===== config.mk =====
export PLATFORM = sky130hd
export DESIGN_NAME = mem_sequencer_flat
export DESIGN_NICKNAME = d
export VERILOG_FILES = /design/src/rtl/mem_sequencer_if.sv /design/src/rtl/mem_sequencer.sv /design/src/flat_wrapper.sv
export SDC_FILE = /design/constraint.sdc
export NUM_CORES = 1
export LEC_CHECK = 0
export ABC_AREA = 1
export ABC_CLOCK_PERIOD_IN_PS = 4300
export CELL_PAD_IN_SITES_DETAIL_PLACEMENT = 1
export CELL_PAD_IN_SITES_GLOBAL_PLACEMENT = 1
export CORE_MARGIN = 10
export CORE_UTILIZATION = 29
export CTS_CLUSTER_SIZE = 20
export DETAILED_ROUTE_END_ITERATION = 7
export GPL_ROUTABILITY_DRIVEN = 0
export PLACE_DENSITY = 0.84
export RECOVER_POWER = 100
export SLEW_MARGIN = 0
export SYNTH_ARGS = -nofsm -noshare
export SYNTH_HDL_FRONTEND = slang
export SYNTH_SLANG_ARGS = --single-unit
export TNS_END_PERCENT = 20

===== constraint.sdc =====
create_clock -name clock -period 4.3 [get_ports clock]
set_clock_uncertainty 0.2 [all_clocks]
set_input_delay 0.645 -clock clock [delete_from_list [all_inputs] [get_ports clock]]
set_output_delay 0.645 -clock clock [all_outputs]
set_load 0.03 [all_outputs]

===== src/rtl/mem_sequencer_if.sv =====
// ----------------------------------------------------------------------------
// mem_sequencer_if
//   Request/acknowledge bus between the memory sequencer and a
//   variable-latency RAM.
//
//   Signals
//     mem_req    sequencer -> RAM   request, held high until ack or abort
//     mem_we     sequencer -> RAM   1 = write request, 0 = read request
//     mem_addr   sequencer -> RAM   word address (the MAR contents)
//     mem_wdata  sequencer -> RAM   write data (the MDR contents)
//     mem_rdata  RAM -> sequencer   read data, valid together with mem_ack
//     mem_ack    RAM -> sequencer   one-cycle completion pulse
//
//   Modports
//     master  the sequencer side (drives the request)
//     slave   the RAM side (answers the request)
// ----------------------------------------------------------------------------
interface mem_sequencer_if #(
    parameter int ADDR_W = 9
);
    logic              mem_req;
    logic              mem_we;
    logic [ADDR_W-1:0] mem_addr;
    logic [31:0]       mem_wdata;
    logic [31:0]       mem_rdata;
    logic              mem_ack;

    modport master (
        output mem_req,
        output mem_we,
        output mem_addr,
        output mem_wdata,
        input  mem_rdata,
        input  mem_ack
    );

    modport slave (
        input  mem_req,
        input  mem_we,
        input  mem_addr,
        input  mem_wdata,
        output mem_rdata,
        output mem_ack
    );
endinterface


===== src/rtl/mem_sequencer.sv =====
// ----------------------------------------------------------------------------
// mem_sequencer
//   Memory-side stage of the CPU datapath. Holds the MAR and MDR and runs a
//   req/ack handshake to a variable-latency RAM. While an access is pending,
//   stall tells the control unit to hold its state. An access that is not
//   acknowledged within TIMEOUT cycles is aborted and flagged in the sticky
//   mem_fault bit.
//
//   Ports
//     clock         system clock, all state on the rising edge
//     reset_n       synchronous active-low reset
//     clear         synchronous clear of mem_fault
//     MARin         load MAR from BusMuxOut (idle only)
//     MDRin         load MDR from bus (idle, no access) or from RAM on read
//     memRead       1 = read, 0 = write; qualified by ramEnable
//     ramEnable     start an access (sampled in idle only)
//     BusMuxOut     CPU bus
//     BusMuxIn_MDR  MDR contents towards the bus mux
//     stall         1 = control unit must hold its state
//     mem_fault     sticky timeout flag
//     mem           RAM request bus (master side)
// ----------------------------------------------------------------------------
module mem_sequencer #(
    parameter int ADDR_W  = 9,
    parameter int TIMEOUT = 64
) (
    input  logic                  clock,
    input  logic                  reset_n,
    input  logic                  clear,
    input  logic                  MARin,
    input  logic                  MDRin,
    input  logic                  memRead,
    input  logic                  ramEnable,
    input  logic [31:0]           BusMuxOut,
    output logic [31:0]           BusMuxIn_MDR,
    output logic                  stall,
    output logic                  mem_fault,
    mem_sequencer_if.master       mem
);

    localparam int CNT_W = (TIMEOUT > 2) ? $clog2(TIMEOUT) : 1;
    localparam logic [CNT_W-1:0] CNT_LAST = CNT_W'(TIMEOUT - 1);

    typedef enum logic [1:0] {
        ST_IDLE    = 2'd0,
        ST_RD_WAIT = 2'd1,
        ST_WR_WAIT = 2'd2,
        ST_DONE    = 2'd3
    } state_t;

    state_t             state_q, state_d;
    logic [CNT_W-1:0]   cnt_q, cnt_d;
    logic [ADDR_W-1:0]  mar_q, mar_d;
    logic [31:0]        mdr_q, mdr_d;
    logic               req_q, req_d;
    logic               we_q, we_d;
    logic               fault_q, fault_d;
    logic               waiting_s;
    logic               timeout_s;

    // Bus bits above the RAM address width are deliberately discarded by MAR.
    logic               unused_bus_s;
    assign unused_bus_s = ^BusMuxOut[31:ADDR_W];

    // State, counter, MAR/MDR, request and fault registers with sync reset.
    always_ff @(posedge clock) begin
        if (!reset_n) begin
            state_q <= ST_IDLE;
            cnt_q   <= '0;
            mar_q   <= '0;
            mdr_q   <= 32'h0000_0000;
            req_q   <= 1'b0;
            we_q    <= 1'b0;
            fault_q <= 1'b0;
        end else begin
            state_q <= state_d;
            cnt_q   <= cnt_d;
            mar_q   <= mar_d;
            mdr_q   <= mdr_d;
            req_q   <= req_d;
            we_q    <= we_d;
            fault_q <= fault_d;
        end
    end

    // Next-state, counter, MAR/MDR load, request and fault logic.
    always_comb begin
        state_d   = state_q;
        cnt_d     = cnt_q;
        mar_d     = mar_q;
        mdr_d     = mdr_q;
        fault_d   = fault_q;
        waiting_s = 1'b0;
        timeout_s = 1'b0;

        case (state_q)
            ST_IDLE: begin
                cnt_d = '0;
                // MAR/MDR only follow the bus here, so the address and write
                // data stay frozen for the whole request.
                if (MARin) begin
                    mar_d = BusMuxOut[ADDR_W-1:0];
                end else begin
                    mar_d = mar_q;
                end
                if (MDRin && !ramEnable) begin
                    mdr_d = BusMuxOut;
                end else begin
                    mdr_d = mdr_q;
                end
                if (ramEnable) begin
                    state_d = memRead ? ST_RD_WAIT : ST_WR_WAIT;
                end else begin
                    state_d = ST_IDLE;
                end
            end
            ST_RD_WAIT, ST_WR_WAIT: begin
                waiting_s = 1'b1;
                cnt_d     = cnt_q + {{(CNT_W-1){1'b0}}, 1'b1};
                if (mem.mem_ack) begin
                    // An ack on the timeout cycle still completes normally.
                    state_d = ST_DONE;
                    if ((state_q == ST_RD_WAIT) && MDRin) begin
                        mdr_d = mem.mem_rdata;
                    end else begin
                        mdr_d = mdr_q;
                    end
                end else if (cnt_q == CNT_LAST) begin
                    state_d   = ST_DONE;
                    timeout_s = 1'b1;
                end else begin
                    state_d = state_q;
                end
            end
            ST_DONE: begin
                state_d = ST_IDLE;
            end
            default: begin
                state_d = ST_IDLE;
            end
        endcase

        // A timeout on the same edge as clear leaves the fault set.
        if (timeout_s) begin
            fault_d = 1'b1;
        end else if (clear) begin
            fault_d = 1'b0;
        end else begin
            fault_d = fault_q;
        end

        // Request lines are registered copies of the upcoming wait state.
        req_d = (state_d == ST_RD_WAIT) || (state_d == ST_WR_WAIT);
        we_d  = (state_d == ST_WR_WAIT);
    end

    // Stall rises combinationally in idle so the control unit never slips
    // past its access state before the request has been accepted.
    assign stall = (state_q == ST_IDLE && ramEnable) || waiting_s;

    assign BusMuxIn_MDR  = mdr_q;
    assign mem_fault     = fault_q;
    assign mem.mem_req   = req_q;
    assign mem.mem_we    = we_q;
    assign mem.mem_addr  = mar_q;
    assign mem.mem_wdata = mdr_q;

endmodule

===== src/flat_wrapper.sv =====
// flat-port wrapper written by rule: the top's interface ports become plain ports
module mem_sequencer_flat 
#(
    parameter int ADDR_W  = 9,
    parameter int TIMEOUT = 64
)
  (clock, reset_n, clear, MARin, MDRin, memRead, ramEnable, BusMuxOut, BusMuxIn_MDR, stall, mem_fault, mem_mem_req, mem_mem_we, mem_mem_addr, mem_mem_wdata, mem_mem_rdata, mem_mem_ack);
  mem_sequencer_if #(.ADDR_W(ADDR_W)) mem_i ();
  input  logic clock;
  input  logic reset_n;
  input  logic clear;
  input  logic MARin;
  input  logic MDRin;
  input  logic memRead;
  input  logic ramEnable;
  input  logic [31:0] BusMuxOut;
  output logic [31:0] BusMuxIn_MDR;
  output logic stall;
  output logic mem_fault;
  output wire logic [$bits(mem_i.mem_req)-1:0] mem_mem_req;
  output wire logic [$bits(mem_i.mem_we)-1:0] mem_mem_we;
  output wire logic [$bits(mem_i.mem_addr)-1:0] mem_mem_addr;
  output wire logic [$bits(mem_i.mem_wdata)-1:0] mem_mem_wdata;
  input wire logic [$bits(mem_i.mem_rdata)-1:0] mem_mem_rdata;
  input wire logic [$bits(mem_i.mem_ack)-1:0] mem_mem_ack;
  assign mem_mem_req = mem_i.mem_req;
  assign mem_mem_we = mem_i.mem_we;
  assign mem_mem_addr = mem_i.mem_addr;
  assign mem_mem_wdata = mem_i.mem_wdata;
  assign mem_i.mem_rdata = mem_mem_rdata;
  assign mem_i.mem_ack = mem_mem_ack;
  mem_sequencer #(.ADDR_W(ADDR_W), .TIMEOUT(TIMEOUT)) u_core (.clock(clock), .reset_n(reset_n), .clear(clear), .MARin(MARin), .MDRin(MDRin), .memRead(memRead), .ramEnable(ramEnable), .BusMuxOut(BusMuxOut), .BusMuxIn_MDR(BusMuxIn_MDR), .stall(stall), .mem_fault(mem_fault), .mem(mem_i));
endmodule

==> metrics.cfg <==
[final_layout]
syn_to_final_growth_pct = 47.8
multi_input_area_um2 = 1290
finalNetCount = 616
diodes = 0
n_fill_cell = 1260
layout-drive-gt1-share_pct = 2.23
ff_latch_area_um2 = 1040

[power_and_ir_drop]
pwr-share-seq_pct = 36.8
power_density_nw_per_um2 = 362
combinationalPowerShare_pct = 41.5
p_clk_share_pct = 21.7
swShare_pct = 38.5
internal_power_mw = 0.956
p_leak_nw = 2.13
ir_drop_uv = 127
switchingPower_mw = 0.599

[global_route]
grt_max_degree = 65
grt_pass1_wl_mm = 16.8
grt_pass1_vias = 3322
globalRouteOverflowTotal = 0
track_usage_pct = 13.9
antenna_found_initial = 0

[status]
status = complete, no violations

[synthesis]
synth_most_common_cell = nand2_1
yosysTopAreaCellShare_pct = 35.8
ys_seq_area_share_pct = 35.8
ys_seq_elements = 52
mappedNetlistNets = 514
ys_warn_count = 0
synth_top_area_cell = dfxtp_1
synthTopCellsByCount = nand2_1, a21oi_1, nor2_1
synth_edf_count = 0
syn_avg_cell_area_um2 = 6.68
synthFlopType = dfxtp_1
async_flop_share_pct = 0
yosysUniqueCellTypes = 21
synth_cells = 435
synth_area_leaders = dfxtp_1, a21oi_1, nand2_1
synthesis.area_um2 = 2900

[timing]
slew_viol_final = 0
setup_tns_ps = 0
grt_setup_unrepaired = false
max_slew_margin_pct = 11.6
finalSetupViolCount = 0
min_period_ps = 3600
layout_setup_ws_ps = 695
timing.fmax_mhz = 277
whs_ps = 294
worst_slew_pin_slew_ps = 1320
finalCritPeriodShare_pct = 83.8
hold_viol_final = 0

[drt]
via_per_inst = 4.58
vias = 3076
drtPass1Iterations = 4
wl_per_cell_um = 15.4
drc = 0
ant_nets = 0
totalWireLength_mm = 10.3
drtIter0Drc = 123

[floorplanning]
dieArea_um2 = 14400
io_pins = 149
dieWidth_um = 120
rows = 36
die_h_um = 120
initial_core_util_pct = 29.7
core_area_um2 = 9770

[place]
post-place-ws_ps = 1320
port_buffers = 148
dp_hpwl_mm = 8.13

[setup_path]
path_class = register to output port
crit_arrival_ps = 2760
critPathLaunchType = register
crit_path_end_kind = output port
cp_max_fo = 35
worstPathRequired_ps = 3450

[cts]
hold_buffers = 0
clk_path_buf_depth = 2
cts_buffers = 5
cts.sinks = 52
postCtsSetupBuffers = 0
clk_latency_ps = 300
tritoncts = built
cts-resized-gates = 0
cts-root-buf = clkbuf_8
clkTransAtPathRegs_ps = 100
htreeDepth = 2

[run]
maxCapViolCount = 0

[hold_path]
hold_class = register to register

-- power by group through the flow --
stage               registers, mW  logic, mW  clock network (mW)
detailed placement          0.589      0.689                   0
global route                0.580      0.705               0.364
finish                      0.572      0.646               0.337
floorplan                   0.675      0.363                   0
global placement            0.586      0.671                   0
CTS                         0.578      0.691               0.349
-- layout make-up --
class,instances,area share (%)
repair buffers,151,35.0
multi-input cells,278,30.0
flip-flops and latches,52,24.3
inverters,49,4.29
well taps,133,3.88
clock buffers,6,1.69
clock inverters,2,0.816
-- through the flow --
step / instance area, um2 / util (%) / cells / power, mW
global placement: 4200 / 42.9 / 663 / 1.26
CTS: 4300 / 44.0 / 671 / 1.62
detailed placement: 4200 / 42.9 / 663 / 1.28
global route: 4290 / 43.9 / 671 / 1.65
floorplan: 2900 / - / 435 / 1.04
finish: 4290 / 43.9 / 671 / 1.55
-- placed cells by master (no fill, tap or decap), types with 5 or more instances in the layout --
cell type | synthesis | final
ha_1 | 7 | 7
nand3_1 | 37 | 37
dfxtp_1 | 52 | 52
clkbuf_8 | 0 | 5
nand2_1 | 80 | 81
inv_1 | 46 | 47
dlygate4sd3_1 | 0 | 77
nor2_1 | 64 | 64
a21oi_1 | 68 | 68
clkdlybuf4s50_1 | 0 | 71
o21ai_0 | 14 | 14
-- worst max-delay path, stage by stage (launching register included) --
cell	delay, ps
dfxtp_1	400
inv_1	110
ha_1	310
inv_1	860
nand2_1	120
clkdlybuf4s50_1	640
-- final timing paths --
check	from	endpoint	slack [ps]	depth (start not counted)
worst min-delay path	u_core.mem_fault	u_core.mem_fault	290	2
worst max register to register	u_core.state_q[0]	u_core.BusMuxIn_MDR[12]	950	9
worst min register to register	u_core.mem_fault	u_core.mem_fault	290	2
worst max-delay path	u_core.state_q[0]	stall	700	5
-- cell families after synthesis --
logic type / count (synthesis) / share of synthesized area (%)
AO/OA/AOI/OAI: 85 / 15.0
AND/OR/NAND/NOR: 185 / 26.2
flip-flops: 52 / 35.8
buffers and inverters: 105 / 19.6
XOR/XNOR: 1 / 0.302
adder cells (fa/ha/maj): 7 / 3.02
-- flip-flops by register name (all words and copies together) (netlist names) --
signal               count
u_core.BusMuxIn_MDR     32
u_core.mem.mem_addr      9
u_core.cnt_q             6
u_core.state_q           2
u_core.mem.mem_req       1
u_core.mem.mem_we        1
u_core.mem_fault         1
-- routing by layer --
| metal | vias to the layer above | GRT usage, % | share of wire [%] |
|---|---|---|---|
| li1 | 1538 | - | - |
| met1 | 1439 | 16.1 | 43 |
| met2 | 91 | 24.6 | 49 |
| met3 | 8 | 4.22 | 6.9 |
| met4 | 0 | 3.24 | 1.1 |
| met5 | - | 0 | 0 |
Note: power is estimated with default switching activity, not from simulation.
